### src/rtl/corr_dump_buf.sv
// Correlator dump buffer: snapshots IQ words plus epoch on each dump strobe and streams
// them as atomic framed records (header + NW words) through a first-word-fall-through FIFO.
module corr_dump_buf #(
    parameter  int N_INP      = 2,
    parameter  int DELAYS     = 1,
    parameter  int EPOCH_W    = 16,
    parameter  int FIFO_DEPTH = 64,
    localparam int NW         = N_INP * (2 * DELAYS + 1),
    localparam int LW         = $clog2(FIFO_DEPTH) + 1
) (
    input  logic               clk,
    input  logic               rst,
    input  logic               clear,
    input  logic               dump,
    input  logic [32*NW-1:0]   iq_in,
    input  logic [EPOCH_W-1:0] epoch_in,
    output logic [31:0]        m_data,
    output logic               m_valid,
    input  logic               m_ready,
    output logic               m_last,
    output logic               frame_irq,
    output logic [15:0]        drop_cnt,
    output logic [LW-1:0]      level
);
    localparam int FRAME = NW + 1;
    localparam int AW    = $clog2(FIFO_DEPTH);
    localparam int IW    = $clog2(NW + 1);

    typedef enum logic [1:0] {IDLE, HDR, DATA} state_t;

    typedef struct packed {
        logic        last;
        logic [31:0] data;
    } entry_t;

    state_t                  state_q;
    logic [IW-1:0]           idx_q;
    logic [7:0]              seq_q;
    logic [EPOCH_W-1:0]      epoch_q;
    logic [NW-1:0][31:0]     iq_q;
    logic [15:0]             drop_q;
    logic                    irq_q;
    logic [AW-1:0]           wr_ptr_q, rd_ptr_q;
    logic [LW-1:0]           level_q, level_d;
    entry_t                  mem [FIFO_DEPTH];

    logic   empty, has_room, accept, drop_evt, wr_en, rd_en, last_word;
    entry_t wr_entry, rd_entry;

    // Room for a whole frame is checked once, at acceptance; the FSM then writes unthrottled.
    assign empty     = (level_q == '0);
    assign has_room  = (level_q <= LW'(FIFO_DEPTH - FRAME));
    assign accept    = dump && (state_q == IDLE) && has_room;
    assign drop_evt  = dump && !accept;
    assign wr_en     = (state_q != IDLE);
    assign rd_en     = !empty && m_ready;
    assign last_word = (state_q == DATA) && (idx_q == IW'(NW - 1));

    always_comb begin
        wr_entry = '0;
        if (state_q == HDR) begin
            wr_entry.data[31:24]        = seq_q;
            wr_entry.data[EPOCH_W-1:0]  = epoch_q;
        end else begin
            wr_entry.data = iq_q[idx_q];
            wr_entry.last = last_word;
        end
    end

    always_comb begin
        level_d = level_q;
        case ({wr_en, rd_en})
            2'b10:   level_d = level_q + LW'(1);
            2'b01:   level_d = level_q - LW'(1);
            default: level_d = level_q;
        endcase
    end

    always_ff @(posedge clk or posedge rst) begin
        if (rst) begin
            state_q  <= IDLE;
            idx_q    <= '0;
            seq_q    <= '0;
            epoch_q  <= '0;
            iq_q     <= '0;
            drop_q   <= '0;
            irq_q    <= 1'b0;
            wr_ptr_q <= '0;
            rd_ptr_q <= '0;
            level_q  <= '0;
        end else if (clear) begin
            state_q  <= IDLE;
            idx_q    <= '0;
            seq_q    <= '0;
            drop_q   <= '0;
            irq_q    <= 1'b0;
            wr_ptr_q <= '0;
            rd_ptr_q <= '0;
            level_q  <= '0;
        end else begin
            level_q <= level_d;
            irq_q   <= last_word;
            if (wr_en) wr_ptr_q <= wr_ptr_q + AW'(1);
            if (rd_en) rd_ptr_q <= rd_ptr_q + AW'(1);
            if (drop_evt && drop_q != 16'hFFFF) drop_q <= drop_q + 16'd1;
            case (state_q)
                IDLE: if (accept) begin
                    iq_q    <= iq_in;
                    epoch_q <= epoch_in;
                    state_q <= HDR;
                end
                HDR: begin
                    idx_q   <= '0;
                    state_q <= DATA;
                end
                DATA: begin
                    if (last_word) begin
                        seq_q   <= seq_q + 8'd1;
                        state_q <= IDLE;
                    end else begin
                        idx_q <= idx_q + IW'(1);
                    end
                end
                default: state_q <= IDLE;
            endcase
        end
    end

    always_ff @(posedge clk) begin
        if (wr_en) mem[wr_ptr_q] <= wr_entry;
    end

    // Gate the head so the stream reads zero while empty; the head cannot be overwritten
    // while occupied because reserved space keeps wr_ptr off rd_ptr.
    assign rd_entry  = mem[rd_ptr_q];
    assign m_valid   = !empty;
    assign m_data    = empty ? 32'd0 : rd_entry.data;
    assign m_last    = !empty && rd_entry.last;
    assign frame_irq = irq_q;
    assign drop_cnt  = drop_q;
    assign level     = level_q;

endmodule

### config.mk
export PLATFORM = sky130hd
export DESIGN_NAME = corr_dump_buf
export DESIGN_NICKNAME = d
export VERILOG_FILES = /design/src/rtl/corr_dump_buf.sv
export SDC_FILE = /design/constraint.sdc
export NUM_CORES = 2
export LEC_CHECK = 0
export BUFFER_PORTS_ARGS = -buffer_cell sky130_fd_sc_hd__buf_2
export CORE_UTILIZATION = 35
export CTS_CLUSTER_DIAMETER = 100
export DETAILED_ROUTE_END_ITERATION = 7
export SYNTH_ARGS = -nofsm -noshare
export SYNTH_HDL_FRONTEND = slang
export SYNTH_SLANG_ARGS = --single-unit
### constraint.sdc
create_clock -name clk -period 7.9 [get_ports clk]
set_input_delay 0.79 -clock clk [delete_from_list [all_inputs] [get_ports clk]]
set_output_delay 0.79 -clock clk [all_outputs]
set_load 0.01 [all_outputs]
==> qor.log <==
qor: status.outcome finished clean
qor: timing.clock-skew-final 0.0815 ns
qor: logic_synthesis.synthesis.yosys.warnings 0
qor: final_layout.layoutNonFillerInstCount 8667
qor: routing.via_density_per_instance 5.46
qor: power.ir_worst_vdd 264 uV
qor: power.leakage 34.4 nW
qor: worst_setup_path.worst_ep_arrival_time 4.59 ns
qor: routing.detailroute.via_count 47344
qor: timing.fin_setup_tns 0 ns
qor: timing.rsz0062_at_grt no
qor: routing.route.detailed.wl_per_inst 28.5 um
qor: timing.layout_setup_ws 2.52 ns
qor: power.clock_power_share 0.304
qor: final_layout.final_util 0.404
qor: timing.worst_case_hold_slack 0.0510 ns
qor: power.internal_power 24.7 mW
qor: logic_synthesis.yosys_register_bits 2369
qor: timing.finalMaxSlewViolations 0
qor: clocking.post_cts_resize_count 0
qor: clocking.tritoncts.num_buffers 223
qor: timing.worst-slew-pin-transition 1.29 ns
qor: final_layout.finalNetCount 5166
qor: logic_synthesis.synth_top_area_frac 0.684
qor: floorplanning.design.core.area 0.263 mm2
qor: clocking.cts.clk_slew.worst_paths 0.06 ns
qor: logic_synthesis.synth_xor_xnor_area_share 0.00255
qor: logic_synthesis.synth_area_leaders edfxtp_1 68%, mux4_2 16%, dfrtp_1 6.9%
qor: power.gate_power_share 0.222
qor: floorplanning.std_cell_rows 188
qor: final_layout.design_area 0.106 mm2
qor: routing.route.detailed.drc 0
qor: grt.overflow 0
qor: timing.maxClockFrequency 186 MHz
qor: timing.fin_crit_sh 0.681
qor: floorplanning.die_area 0.267 mm2
qor: floorplanning.die_width 517 um
qor: power.p_sw_frac 0.292
qor: routing.detail_route.iter0.violations 5503
qor: clocking.clkLatencyLatePin 0.88 ns
qor: place.placed_area 0.0989 mm2
qor: logic_synthesis.count_of_flip_flops_with_a_built_in_enable_after_synthesis 2112
qor: logic_synthesis.synth_top_family_by_area multiplexers
qor: worst_setup_path.cp_data_required_time 7.11 ns
qor: place.dp_hpwl 131000 um
qor: clocking.cts_htree_levels 4
qor: clocking.clock_tree.root_cell clkbuf_16
qor: clocking.cts_tree done
qor: timing.final_period_demand_of_the_worst_path 5.38 ns
qor: logic_synthesis.sequential_to_total_area_share_from_yosys_stat 0.754
qor: logic_synthesis.syn-mean-instance-area 20.3 um2
qor: final_layout.mostFrequentLayoutCells 2112 x edfxtp_1, 659 x mux4_2, 656 x nand2_1, 270 x buf_2, 251 x dfrtp_1
qor: logic_synthesis.synth_area_in_compound_gates 0.0184
qor: logic_synthesis.yosys_most_used_dff edfxtp_1
qor: logic_synthesis.syn_area 0.0927 mm2
qor: power.power.share.sequential 0.474
qor: worst_setup_path.timing.setup.critical_path_class reg -> out
qor: final_layout.drive_above_1_share 0.292
qor: routing.drt_pass1_iterations 8
qor: floorplanning.chip_height 517 um
qor: grt.grt_antenna_before_repair 30
qor: logic_synthesis.synthesized_netlist_net_count 4797
qor: final_layout.layout-area-overhead-vs-synth 14.5%
qor: min_path.worst_hold_path_type in -> async
qor: place.io_buffers 270
qor: logic_synthesis.synth.mux.area_fraction 0.169
qor: logic_synthesis.synthDistinctLibCells 67
qor: logic_synthesis.synth_area_leader_cell edfxtp_1
qor: place.post-place-cells 8235
qor: place.place_ws 3.27 ns
qor: worst_setup_path.critical_path_peak_fanout 87
qor: timing.finalHoldViolations 0
qor: timing.max-slew-margin-rel 0.139
qor: grt.grt_first_pass_wirelength 352000 um
qor: grt.grt_start_max_net_pins 175
qor: worst_setup_path.setup.worst_path.start_class register
qor: routing.route.final.wire_length 247000 um
qor: power.sw_pwr 10.2 mW
qor: logic_synthesis.async_reset_ff_frac 0.108
qor: floorplanning.initial_utilization 0.353
qor: place.gp_congestion 0.799
qor: clocking.tritoncts_num_sinks 2369
qor: logic_synthesis.synthSimpleGateAreaFrac 0.0399
qor: grt.first_global_vias 47813
qor: worst_setup_path.end_kind primary output
qor: floorplanning.pin_count 271
qor: power.fin_total_pwr 34.9 mW
qor: clocking.hold_buffers 0
qor: logic_synthesis.synthAdderAreaFrac 0.00108
qor: logic_synthesis.post_synthesis_cell_count 4576
qor: power.power_density 329 mW/mm2
qor: grt.grtUsageTotal 0.185
qor: final_layout.layout.cells.most_common edfxtp_1
qor: flow_run.drv.max_cap_violation_count 0
qor: clocking.cts.path.max_buffers 3
qor: routing.route.antenna.remaining_nets 0
qor: final_layout.fillCellCount 23212
qor: clocking.postCtsSetupBuffers 0
qor: timing.finalSetupViolations 0
==> cell type report <==
| class | count | area (um2) | area share |
|---|---|---|---|
| antenna | 16 | 40.0 | 0.000377 |
| timing repair buffer | 408 | 2520 | 0.0238 |
| multi-input combinational | 1900 | 21900 | 0.207 |
| clock buffer | 282 | 5880 | 0.0554 |
| inverter | 43 | 174 | 0.00164 |
| sequential | 2369 | 69900 | 0.658 |
| clock inverter | 134 | 1310 | 0.0123 |
| tap | 3515 | 4400 | 0.0414 |
==> sequential cells by signal, indices dropped and copies added (netlist names) <==
register / flops
iq_q: 192
level: 7
epoch_q: 16
mem: 2112
wr_ptr_q: 6
state_q: 2
rd_ptr_q: 6
frame_irq: 1
seq_q: 8
drop_cnt: 16
idx_q: 3
==> power by group through the flow <==
stage                     sequential (mW)  clock [mW]  combinational [mW]
after global routing                 16.6        11.2                8.37
final                                16.5        10.6                7.76
after global placement               16.8           0                7.71
after CTS                            16.5        10.8                7.90
after detailed placement             16.8           0                7.89
after floorplan                      16.6           0                4.83
==> logic make-up after synthesis <==
group,Yosys count
AO/OA/AOI/OAI,231
multiplexers,739
XOR/XNOR,27
adder cells (fa/ha/maj),8
buffers and inverters,307
AND/OR/NAND/NOR,895
flip-flops,2369
==> synth_stat cells, types with 3 or more instances <==
master and number:
nand3b_1 6, a211oi_1 7, o221ai_1 24, o22ai_1 32, nand2b_1 10, a2111oi_0 3, inv_1 42, nor4_1 11
a2111o_1 7, edfxtp_1 2112, mux2i_1 79, nand4_1 11, nand3_1 13, or3b_2 7, a21o_1 5, a22o_1 18
ha_1 8, nand2_1 656, a221oi_1 8, o21ai_0 10, o21ai_1 22, nor2_1 119, or3_1 9, a311o_1 8
and2_1 11, o21a_1 24, clkbuf_1 122, o211ai_1 3, nor3_1 12, buf_4 29, a21oi_1 17, mux4_2 659
dfrtp_1 257, buf_2 66, buf_6 14, or2_2 3, a22oi_1 27, nor2b_1 12, xor2_1 8, buf_1 33
xnor2_1 19
==> worst max-delay path: stages (launching register included) <==
cell     delay (ns)
dfrtp_4        0.79
buf_12         0.55
mux4_2         0.59
mux4_2         0.48
mux2i_1        0.57
o21ai_1        0.34
buf_2          0.24
==> per-layer routing <==
layer,GRT usage,part of all wire
met1,0.270,0.43
met2,0.283,0.46
met3,0.0361,0.082
met4,0.0496,0.026
met5,0,0.00070
==> final timing paths <==
path	startpoint	endpoint	slack [ns]	depth (start not counted)
worst min register to register	iq_q[116]	iq_q[116]	0.47	2
min in group clk	iq_in[132]	iq_q[132]	0.12	3
worst min-delay path	rst	iq_q[90]	0.05	2
worst max register to register	idx_q[0]	mem[21][31]	4.34	6
max in group asynchronous	rst	iq_q[101]	6.35	3
worst max-delay path	rd_ptr_q[0]	m_data[9]	2.52	6
No activity file was read; power rests on OpenSTA's default activity.
